`config.mk`:
```
export PLATFORM = sky130hd
export DESIGN_NAME = layer7_macro_scheduler
export DESIGN_NICKNAME = d
export VERILOG_FILES = /design/src/rtl/layer7_macro_scheduler.sv
export SDC_FILE = /design/constraint.sdc
export NUM_CORES = 1
export LEC_CHECK = 0
export BUFFER_PORTS_ARGS = -buffer_cell sky130_fd_sc_hd__clkbuf_2
export CAP_MARGIN = 5
export CORE_MARGIN = 2
export CORE_UTILIZATION = 45
export DETAILED_ROUTE_END_ITERATION = 12
export GPL_TIMING_DRIVEN = 0
export PLACE_DENSITY = 0.72
export SYNTH_ARGS = -nofsm -noshare
export SYNTH_HDL_FRONTEND = slang
export SYNTH_SLANG_ARGS = --single-unit
export TNS_END_PERCENT = 1
```
`constraint.sdc`:
```
create_clock -name clk -period 1.47 [get_ports clk]
set_input_delay 0.147 -clock clk [delete_from_list [all_inputs] [get_ports clk]]
set_output_delay 0.147 -clock clk [all_outputs]
set_load 0.005 [all_outputs]
```
`src/rtl/layer7_macro_scheduler.sv`:
```
// rtl/layer7_macro_scheduler.sv - Layer-7 CIM macro pass/window sequencer
// Replays the shared macros over PASS_NUM weight banks per input window and qualifies decoder output.
module layer7_macro_scheduler #(
  parameter int PASS_NUM  = 4,
  parameter int MACRO_LAT = 2,
  parameter int WIN_NUM   = 49,
  parameter int SEL_W     = (PASS_NUM > 1) ? $clog2(PASS_NUM) : 1,
  parameter int WIN_W     = (WIN_NUM > 1) ? $clog2(WIN_NUM) : 1
) (
  input  logic             clk,
  input  logic             rst,
  input  logic             start,
  input  logic             in_valid,
  output logic             in_ready,
  output logic             macro_en,
  output logic [SEL_W-1:0] macro_sel,
  input  logic             psum_ready,
  output logic             data_e,
  output logic             psum_clr,
  output logic             psum_last,
  output logic [WIN_W-1:0] win_idx,
  output logic             busy,
  output logic             done
);

  localparam int LAT_W   = (MACRO_LAT > 2) ? $clog2(MACRO_LAT - 1) : 1;
  localparam int LAT_INI = (MACRO_LAT >= 2) ? MACRO_LAT - 2 : 0;

  localparam logic [SEL_W-1:0] PASS_LAST = SEL_W'(PASS_NUM - 1);
  localparam logic [WIN_W-1:0] WIN_LAST  = WIN_W'(WIN_NUM - 1);
  localparam logic [LAT_W-1:0] LAT_LOAD  = LAT_W'(LAT_INI);

  typedef enum logic [2:0] {
    S_IDLE     = 3'd0,
    S_WAIT_IN  = 3'd1,
    S_ISSUE    = 3'd2,
    S_WAIT_LAT = 3'd3,
    S_CAPTURE  = 3'd4,
    S_DONE     = 3'd5
  } state_t;

  state_t           state_q, state_d;
  logic [SEL_W-1:0] pass_q, pass_d;
  logic [WIN_W-1:0] win_q, win_d;
  logic [LAT_W-1:0] lat_q, lat_d;

  always_ff @(posedge clk) begin
    if (rst) begin
      state_q <= S_IDLE;
      pass_q  <= '0;
      win_q   <= '0;
      lat_q   <= '0;
    end else begin
      state_q <= state_d;
      pass_q  <= pass_d;
      win_q   <= win_d;
      lat_q   <= lat_d;
    end
  end

  always_comb begin
    state_d = state_q;
    pass_d  = pass_q;
    win_d   = win_q;
    lat_d   = lat_q;
    case (state_q)
      S_IDLE: begin
        if (start) begin
          state_d = S_WAIT_IN;
          pass_d  = '0;
          win_d   = '0;
        end
      end
      S_WAIT_IN: begin
        if (in_valid) begin
          state_d = S_ISSUE;
        end
      end
      S_ISSUE: begin
        // WAIT_LAT spends LAT_INI+1 cycles, so CAPTURE lands MACRO_LAT cycles after macro_en
        if (MACRO_LAT == 1) begin
          state_d = S_CAPTURE;
        end else begin
          lat_d   = LAT_LOAD;
          state_d = S_WAIT_LAT;
        end
      end
      S_WAIT_LAT: begin
        if (lat_q == '0) begin
          state_d = S_CAPTURE;
        end else begin
          lat_d = lat_q - LAT_W'(1);
        end
      end
      S_CAPTURE: begin
        if (psum_ready) begin
          if (pass_q != PASS_LAST) begin
            pass_d  = pass_q + SEL_W'(1);
            state_d = S_ISSUE;
          end else if (win_q != WIN_LAST) begin
            pass_d  = '0;
            win_d   = win_q + WIN_W'(1);
            state_d = S_WAIT_IN;
          end else begin
            state_d = S_DONE;
          end
        end
      end
      S_DONE: begin
        pass_d  = '0;
        win_d   = '0;
        state_d = S_IDLE;
      end
      default: begin
        state_d = S_IDLE;
      end
    endcase
  end

  logic capture;
  assign capture = (state_q == S_CAPTURE);

  // Only data_e looks at an input; everything else is a pure decode of registered state.
  assign in_ready  = (state_q == S_WAIT_IN);
  assign macro_en  = (state_q == S_ISSUE);
  assign macro_sel = (state_q == S_ISSUE || state_q == S_WAIT_LAT || capture) ? pass_q : '0;
  assign data_e    = capture & psum_ready;
  assign psum_clr  = capture && (pass_q == '0);
  assign psum_last = capture && (pass_q == PASS_LAST);
  assign win_idx   = win_q;
  assign busy      = (state_q != S_IDLE);
  assign done      = (state_q == S_DONE);

endmodule
```
==> results of run 1 <==
==> stage by stage <==
stage	util, %	worst slack, ns	instances	total power, W	hold WS [ns]
2_1_floorplan	-	0.01742	100	0.0003874	0.3027
3_3_place_gp	53.63	-0.1065	136	0.0004206	0.4111
3_5_place_dp	53.63	-0.1406	136	0.0004228	0.4193
4_1_cts	59.55	-0.03010	140	0.0006478	0.1273
5_1_grt	65.09	-0.04693	145	0.0006919	0.1284
6_report	65.09	0.01317	145	0.0006635	0.1241
==> power by group through the flow <==
stage | sequential [W] | clock, W | combinational, W
final | 0.000308 | 0.000223 | 0.000133
after global routing | 0.000309 | 0.000238 | 0.000145
after floorplan | 0.000316 | 0 | 0.0000715
after CTS | 0.000311 | 0.000224 | 0.000113
after global placement | 0.000318 | 0 | 0.000102
after detailed placement | 0.000319 | 0 | 0.000104
==> sequential cells by signal (all words and copies together), names as in the netlist <==
| signal | count |
|---|---|
| state_q | 3 |
| win_idx | 6 |
| pass_q | 2 |
==> final cells by class <==
class                      instances  area (sq um)  area share [%]
tap                               17         21.27           1.956
clock buffer                       4         26.28           2.417
inverter                           8         30.03           2.762
multi-input combinational         73         574.3           52.82
buffer                             6         43.79           4.028
timing repair buffer              26         147.6           13.58
sequential                        11         244.0           22.44
==> synth_stat cells (2+ instances only) <==
master | count | area share (%)
buf_2 | 4 | 2.6
nor3_1 | 2 | 1.3
inv_1 | 8 | 3.9
a21oi_1 | 15 | 9.6
ha_1 | 4 | 6.4
nand4b_1 | 3 | 3.4
nor2_1 | 8 | 3.9
nand2b_1 | 2 | 1.6
or3_1 | 3 | 2.4
or3b_1 | 2 | 2.3
a211oi_1 | 3 | 2.9
nand3_1 | 2 | 1.3
nor3b_1 | 2 | 1.9
a21o_1 | 2 | 1.9
dfxtp_1 | 11 | 28
o21ai_1 | 6 | 3.9
a41oi_2 | 2 | 4.2
clkbuf_1 | 4 | 1.9
==> timing repair <==
action | CTS | global route
pin swaps | 1 | 7
gates resized for setup | 22 | 21
setup buffers | 1 | 6
setup endpoints to repair | 12 | 16
==> cell families (layout without fill, tap and decap cells) <==
kind of cell | count (synthesis) | in the layout | share of synthesized area, %
buffers and inverters | 16 | 44 | 8.360
DFF | 11 | 11 | 28.30
AOI/OAI and AO/OA | 34 | 34 | 27.97
and+or+nand+nor | 35 | 35 | 28.94
adders and majority gates | 4 | 4 | 6.431
==> worst register-to-register path: cells and delay by family (launching register included) <==
kind	cells	cell delay, ns
and+or+nand+nor	2	0.61
DFF	1	0.37
adders and majority gates	1	0.17
AOI/OAI and AO/OA	2	0.17
buffers and inverters	1	0.04
==> how the worst max path moves through the flow <==
stage	slack, ns	startpoint	endpoint
5_1_grt	-0.05	pass_q[0]	win_idx[5]
4_1_cts	-0.03	state_q[1]	win_idx[1]
2_1_floorplan	0.02	pass_q[0]	win_idx[5]
6_report	0.01	win_idx[1]	win_idx[1]
3_3_place_gp	-0.11	pass_q[0]	win_idx[5]
3_5_place_dp	-0.14	pass_q[0]	win_idx[5]
==> metal layers <==
| metal | up-vias | global-route usage (%) |
|---|---|---|
| met4 | 0 | 11.18 |
| met2 | 32 | 35.77 |
| met5 | - | 0 |
| met1 | 429 | 28.22 |
| met3 | 4 | 5.159 |
| li1 | 420 | - |
==> results.json, run 1 <==
{
  "hold_depth": 3,
  "cts_root_buffer": "clkbuf_4",
  "max_cap_viol_count": 0,
  "hold_end": "state_q[0]",
  "antenna_cells": 0,
  "wire_per_inst_um": 14.93,
  "crit_fanout": 4,
  "cts_max_level": 1,
  "cts_tree": "yes",
  "cts_hold_buf": 0,
  "clkPwrFrac_pct": 33.6,
  "wl_met1_um": 890,
  "grt_start_max_net_pins": 11,
  "crit_chain": "inv_2 -> ha_1 -> nand4b_1 -> o21ai_2 -> or4b_1 -> o31ai_1",
  "antenna_found_initial": 0,
  "clock_sinks": 11,
  "insertion_delay_ns": 0.28,
  "fin_area_sq_um": 1087,
  "rsz0062_at_grt": "true",
  "yosysWarnings": 0,
  "hp-class": "in -> reg",
  "grt_pass1_wl_um": 3346,
  "swShare_pct": 29.78,
  "skew_ns": 0.001612,
  "crit_cells": 6,
  "met3_wirelength_um": 133,
  "io_buffers": 19,
  "via_count": 885,
  "finalSetupTns_ns": 0,
  "ys.flop_type": "dfxtp_1",
  "drt-initial-drc-count": 40,
  "slew_headroom_pct": 66.66,
  "numCtsBuffers": 3,
  "dieArea_sq_um": 2078,
  "finalCritPeriodShare_pct": 99.10,
  "r2r-end": "win_idx[1]",
  "dr.pass1.iters": 4,
  "fillers": 138,
  "end_kind": "flip-flop",
  "viasPerCell": 6.103,
  "path_buf_inv": 1,
  "status": "complete, no violations",
  "pin_count": 20,
  "critPathTopFamily": "simple AND/OR/NAND/NOR gates",
  "crit_arrival_ns": 1.64,
  "remaining_drc_errors": 0,
  "drt-total-wl_um": 2165,
  "die-width_um": 45.59,
  "gp_congestion": 0.7677,
  "final_cell_mix": "19 x clkbuf_2, 13 x a21oi_1, 8 x buf_4",
  "finalSetupViolCount": 0,
  "initial_core_util_pct": 46.59,
  "die_h_um": 45.59,
  "fmax_mhz": 686.4,
  "syn_area_sq_um": 778.2,
  "internal_power_w": 0.0004659,
  "fp-row-count": 15,
  "pwr_density_cell_nw_per_um2": 610.2,
  "dp_hpwl_um": 1431,
  "rrSetupSlack_ns": 0.01,
  "rr_startpoint": "win_idx[1]",
  "cpPeakStageDelay_ns": 0.47,
  "path_class": "reg -> reg",
  "slowest_stage": "or4b_1",
  "mostFrequentLayoutCell": "clkbuf_2",
  "grt_pass1_vias": 797,
  "synth_cells": 100,
  "top_layer": "met4",
  "layout-drive-gt1-share_pct": 45.31,
  "r2r_cells": 6,
  "dr_wl_met2_um": 1112,
  "startpoint_type": "flip-flop",
  "tightestPinTransition_ns": 0.5001,
  "ir_worst_vdd_v": 0.0005002,
  "grt_usage_pct": 22.49,
  "synth.distinct_cells": 35,
  "yosysSeqAreaShare_pct": 28.30,
  "synthArstFlopShare_pct": 0,
  "synth_seq_cells": 11,
  "antenna_left": 0,
  "area_delta_synth_final_pct": 39.71,
  "fin_crit_ns": 1.457,
  "cts_buffer_depth": 2,
  "grt-ovfl-total": 0,
  "syn-num-nets": 109,
  "nets": 138,
  "avgSynthCellArea_sq_um": 7.782,
  "combPwrFrac_pct": 20.0,
  "worstHoldStart": "start",
  "hold_violations": 0,
  "place_area_sq_um": 895.9,
  "leakagePower_nw": 0.4359,
  "clkTransAtPathRegs_ns": 0.08,
  "p_seq_share_pct": 46.4,
  "slew_viol_final": 0,
  "switchingPower_w": 0.0001976,
  "synth-edff-count": 0,
  "core_area_sq_um": 1670,
  "required_ns": 1.65
}
No activity file was read; power rests on OpenSTA's default activity.
==> run 2: changes to the inputs <==
--- a/config.mk
+++ b/config.mk
@@ -7,11 +7,11 @@
 export LEC_CHECK = 0
 export BUFFER_PORTS_ARGS = -buffer_cell sky130_fd_sc_hd__clkbuf_2
 export CAP_MARGIN = 5
+export CORE_ASPECT_RATIO = 0.6
 export CORE_MARGIN = 2
-export CORE_UTILIZATION = 45
+export CORE_UTILIZATION = 30
 export DETAILED_ROUTE_END_ITERATION = 12
 export GPL_TIMING_DRIVEN = 0
-export PLACE_DENSITY = 0.72
 export SYNTH_ARGS = -nofsm -noshare
 export SYNTH_HDL_FRONTEND = slang
 export SYNTH_SLANG_ARGS = --single-unit
==> run 2 against run 1 <==
  * The run now ends with setup timing left
  * Power is 13% higher
  * Combinational power decreased by 8%
  * Clock skew rose by 0.0056 ns
  * Via count fell by 2.7%
  * Utilization down 20 points
  * Non-clock buffer count rose by 5
  * Final cell count increased by 14%
  * Register-to-register slack got worse by 0.02 ns
  * Worst hold slack improved by 0.030 ns
  * Critical path depth down 1
  * Global-route usage is 7.4 points lower
  * Sequential power rose by 2%
  * Largest cell class unchanged
==> results.json, run 2 (synthesized netlist as in run 1, its figures left out) <==
{
  "remaining_drc_errors": 0,
  "timing.hold.ws_ns": 0.1545,
  "finalCritPeriodShare_pct": 100.3,
  "die-width_um": 69.76,
  "status": "finished with violations",
  "area_delta_synth_final_pct": 43.41,
  "grt-ovfl-total": 0,
  "place_area_sq_um": 914.6,
  "fin_ws_ns": -0.003800,
  "crit_arrival_ns": 1.33,
  "nets": 143,
  "antenna_left": 0,
  "mostFrequentLayoutCell": "clkbuf_2",
  "clock_sinks": 11,
  "grt_pass1_vias": 757,
  "slew_headroom_pct": 65.05,
  "grt_pass1_wl_um": 3512,
  "end_kind": "primary output",
  "slew_viol_final": 0,
  "hold_depth": 3,
  "pwr_density_cell_nw_per_um2": 671.2,
  "cts_max_level": 1,
  "hp-class": "in -> reg",
  "dp_slack_ns": -0.1156,
  "insertion_delay_ns": 0.24,
  "cts_tree": "yes",
  "cts_root_buffer": "clkbuf_8",
  "gp_congestion": 0.8160,
  "max_cap_viol_count": 0,
  "hold_violations": 0,
  "initial_core_util_pct": 31.29,
  "tightestPinTransition_ns": 0.5243,
  "core_area_sq_um": 2487,
  "final_cells": 165,
  "path_class": "reg -> out",
  "antenna_found_initial": 0,
  "grt_start_max_net_pins": 11,
  "r2r_cells": 6,
  "leakagePower_nw": 0.4628,
  "wire_per_inst_um": 12.83,
  "die_h_um": 43.45,
  "largest_register_ffs": 6,
  "dp_hpwl_um": 1460,
  "pin_count": 20,
  "skew_ns": 0.007195,
  "fp-row-count": 14,
  "rrSetupSlack_ns": -0.004,
  "drt-total-wl_um": 2117,
  "antenna_cells": 0,
  "layout-drive-gt1-share_pct": 43.61,
  "crit_fanout": 7,
  "rr_startpoint": "pass_q[1]",
  "cts_hold_buf": 0,
  "ir_worst_vdd_v": 0.0003786,
  "worstHoldStart": "start",
  "startpoint_type": "flip-flop",
  "dieArea_sq_um": 3031,
  "final_cell_mix": "20 x clkbuf_2, 13 x a21oi_1, 11 x buf_4",
  "drt-initial-drc-count": 56,
  "cts_buffer_depth": 2,
  "dr.pass1.iters": 4,
  "finalSetupViolCount": 1,
  "viasPerCell": 5.218,
  "fin_area_sq_um": 1116,
  "fin_crit_ns": 1.474,
  "hold_end": "state_q[0]",
  "io_buffers": 19,
  "dp_cells": 151,
  "violations": "setup timing",
  "r2r-end": "win_idx[5]",
  "required_ns": 1.32,
  "rsz0062_at_grt": "true",
  "grt_usage_pct": 15.05,
  "via_count": 861,
  "clkTransAtPathRegs_ns": 0.05,
  "fmax_mhz": 678.5,
  "numCtsBuffers": 3
}
[run 2: timing repair]
action                                  CTS  global route
pin swaps                                 3             6
resized for setup                        18            10
setup buffers                             1             9
endpoints found under the setup margin   10            16
[run 2: per-layer routing]
metal  global-route usage [%]  share of wire (%)  routed length (um)
met4                    4.615               0.47                  10
met5                        0                  0                   0
met3                    6.047                7.3                 155
met1                    21.92                 53                1117
met2                    20.19                 39                 833
[run 2: cell type report]
type	instances	area, sq um
Inverter	8	30.03
Timing Repair Buffer	29	170.2
Fill cell	255	1371
Buffer	8	53.80
Tap cell	32	40.04
Sequential cell	11	231.5
Multi-Input combinational cell	73	545.5
Clock buffer	4	45.04
[run 2: worst max-delay path, stage by stage, from the launching register on]
cell      delay (ns)
dfxtp_2         0.34
ha_4            0.15
buf_6           0.12
buf_4           0.13
and4bb_2        0.23
clkbuf_2        0.11
[run 2: through the flow]
step / util [%] / power (W) / setup TNS, ns
after floorplan: - / 0.0003874 / 0
after global placement: 36.77 / 0.0004229 / -0.2222
after detailed placement: 36.77 / 0.0004218 / -0.2127
after CTS: 40.85 / 0.0007498 / -0.007861
after global routing: 44.87 / 0.0007950 / -0.4216
final: 44.87 / 0.0007491 / -0.003800
[run 2: how the worst max path moves through the flow]
stage | from | endpoint | depth (start not counted)
5_1_grt | pass_q[1] | win_idx[5] | 6
3_5_place_dp | pass_q[0] | win_idx[5] | 6
4_1_cts | win_idx[0] | win_idx[1] | 6
2_1_floorplan | pass_q[0] | win_idx[5] | 6
6_report | pass_q[1] | psum_last | 5
3_3_place_gp | pass_q[0] | win_idx[5] | 6
[run 2: power breakdown]
group | leakage [nW] | internal [W] | switching (W)
clock network | 0.0228 | 0.000191 | 0.000122
logic | 0.347 | 0.0000579 | 0.0000637
registers | 0.0925 | 0.000304 | 0.0000106
total | 0.463 | 0.000553 | 0.000196
==> run 3: changes to the inputs <==
--- a/config.mk
+++ b/config.mk
@@ -12,6 +12,7 @@
 export CORE_UTILIZATION = 30
 export DETAILED_ROUTE_END_ITERATION = 12
 export GPL_TIMING_DRIVEN = 0
+export PLACE_DENSITY = 0.61
 export SYNTH_ARGS = -nofsm -noshare
 export SYNTH_HDL_FRONTEND = slang
 export SYNTH_SLANG_ARGS = --single-unit
==> constraint.sdc (replaced) <==
create_clock -name clk -period 1.35 [get_ports clk]
set_input_delay 0.135 -clock clk [delete_from_list [all_inputs] [get_ports clk]]
set_output_delay 0.135 -clock clk [all_outputs]
set_load 0.005 [all_outputs]
==> run 3 against run 2 <==
  * The flow still finishes with violations (setup timing)
  * Sequential power grew 8.6%
  * Utilization grew 3.4 points
  * Non-clock buffer count is the same
  * Critical path type is now reg -> reg
  * Clock-buffer cell count is the same
  * Clock power grew 8.3%
  * Largest cell class unchanged
  * Highest routed layer unchanged
==> results.json, run 3 (synthesized netlist as in run 1, its figures left out) <==
{
  "numCtsBuffers": 3,
  "ir_worst_vdd_v": 0.0003127,
  "wire_per_inst_um": 15.04,
  "max_cap_viol_count": 0,
  "finalCritPeriodShare_pct": 108.2,
  "fmax_mhz": 684.3,
  "combPwrFrac_pct": 18.2,
  "rsz0062_at_grt": "true",
  "antenna_cells": 0,
  "pin_count": 20,
  "clkTransAtPathRegs_ns": 0.05,
  "violations": "setup timing",
  "grt_pass1_wl_um": 3946,
  "cts_tree": "yes",
  "drt-total-wl_um": 2481,
  "fin_crit_ns": 1.461,
  "clkPwrFrac_pct": 40.8,
  "io_buffers": 19,
  "internal_power_w": 0.0006076,
  "mostFrequentLayoutCell": "clkbuf_2",
  "rrSetupSlack_ns": -0.11,
  "core_area_sq_um": 2487,
  "via_count": 900,
  "cts_root_buffer": "clkbuf_8",
  "path_class": "reg -> reg",
  "insertion_delay_ns": 0.24,
  "grtUsageMet1_pct": 21.83,
  "p_seq_share_pct": 41.1,
  "remaining_drc_errors": 0,
  "grt_start_max_net_pins": 11,
  "required_ns": 1.50,
  "power_w": 0.0008321,
  "multiInputGateArea_sq_um": 590.6,
  "grt_use_met2_pct": 26.15,
  "fp-row-count": 14,
  "final_cell_mix": "19 x clkbuf_2, 14 x a21oi_1, 10 x buf_4",
  "skew_ns": 0.002351,
  "place_area_sq_um": 929.6,
  "nets": 143,
  "finalSetupViolCount": 13,
  "grt_use_met3_pct": 5.814,
  "switchingPower_w": 0.0002245,
  "swShare_pct": 26.97,
  "r2r-end": "win_idx[1]",
  "dp_cells": 151,
  "crit_fanout": 7,
  "dieArea_sq_um": 3031,
  "gp_congestion": 0.8131,
  "r2r_cells": 4,
  "fillers": 231,
  "die_h_um": 43.45,
  "final_util_pct": 48.24,
  "crit_arrival_ns": 1.62,
  "status": "finished with violations",
  "viasPerCell": 5.455,
  "dp_hpwl_um": 1497,
  "seq_area_sq_um": 240.2,
  "startpoint_type": "flip-flop",
  "startpoint": "state_q[1]",
  "clock_sinks": 11,
  "antenna_found_initial": 0,
  "hp-class": "in -> reg",
  "end_kind": "flip-flop",
  "cts_hold_buf": 0,
  "leakagePower_nw": 0.4826,
  "slew_viol_final": 0,
  "die-width_um": 69.76,
  "slew_headroom_pct": 59.04,
  "layout-drive-gt1-share_pct": 51.88,
  "busiest_layer": "met2",
  "dr.pass1.iters": 4,
  "dp_slack_ns": -0.1872,
  "cts_buffer_depth": 2,
  "initial_core_util_pct": 31.29,
  "cp-endpoint": "win_idx[1]",
  "grt_usage_pct": 16.74,
  "fin_area_sq_um": 1200,
  "grt_pass1_vias": 863,
  "hold_violations": 0,
  "grt-ovfl-total": 0,
  "drt-initial-drc-count": 35,
  "rr_startpoint": "state_q[1]",
  "tightestPinTransition_ns": 0.6144,
  "final_cells": 165,
  "largest_register_ffs": 6,
  "cts_max_level": 1,
  "area_delta_synth_final_pct": 54.18,
  "fin_ws_ns": -0.1113,
  "antenna_left": 0,
  "pwr_density_cell_nw_per_um2": 693.5
}
## run 3: worst min path at each step
stage / startpoint / end / depth (start not counted)
global placement: start / state_q[0] / 3
floorplan: start / state_q[0] / 2
finish: start / state_q[0] / 3
CTS: start / state_q[0] / 3
detailed placement: start / state_q[0] / 3
global route: start / state_q[0] / 3
## run 3: what timing repair did
item	4_1_cts	5_1_grt
gates resized for setup	29	15
setup buffers	10	0
endpoints found under the setup margin	18	19
pin swaps	9	5
## run 3: final cells by class
class / instances / area share, %
clock buffers: 4 / 3.754
multi-input cells: 73 / 49.22
plain buffers: 8 / 6.569
repair buffers: 29 / 14.18
inverters: 8 / 2.920
well taps: 32 / 3.337
flip-flops and latches: 11 / 20.02
## run 3: power by group through the flow
| stage | logic [W] | clock network (W) | registers (W) |
|---|---|---|---|
| 3_5_place_dp | 0.000114 | 0 | 0.000345 |
| 3_3_place_gp | 0.000114 | 0 | 0.000344 |
| 5_1_grt | 0.000165 | 0.000364 | 0.000342 |
| 6_report | 0.000151 | 0.000339 | 0.000342 |
| 2_1_floorplan | 0.0000779 | 0 | 0.000342 |
| 4_1_cts | 0.000137 | 0.000344 | 0.000342 |
## run 3: worst max-delay path, stage by stage, from the launching register on
cell       delay [ns]
dfxtp_4          0.37
nand4bb_1        0.22
clkbuf_8         0.18
or4b_4           0.54
o31ai_4          0.07
## run 3: stage by stage
stage | TNS (ns) | hold WS, ns
floorplan | -0.1429 | 0.2907
global placement | -0.9137 | 0.4070
detailed placement | -0.9283 | 0.4105
CTS | -0.2761 | 0.1505
global route | -1.351 | 0.1847
finish | -0.4530 | 0.1523
## run 3: per-layer routing
metal / part of all wire (%) / routed length, um
met5: 0 / 0
met4: 0.77 / 19
met3: 4.1 / 102
met2: 45 / 1105
met1: 51 / 1254
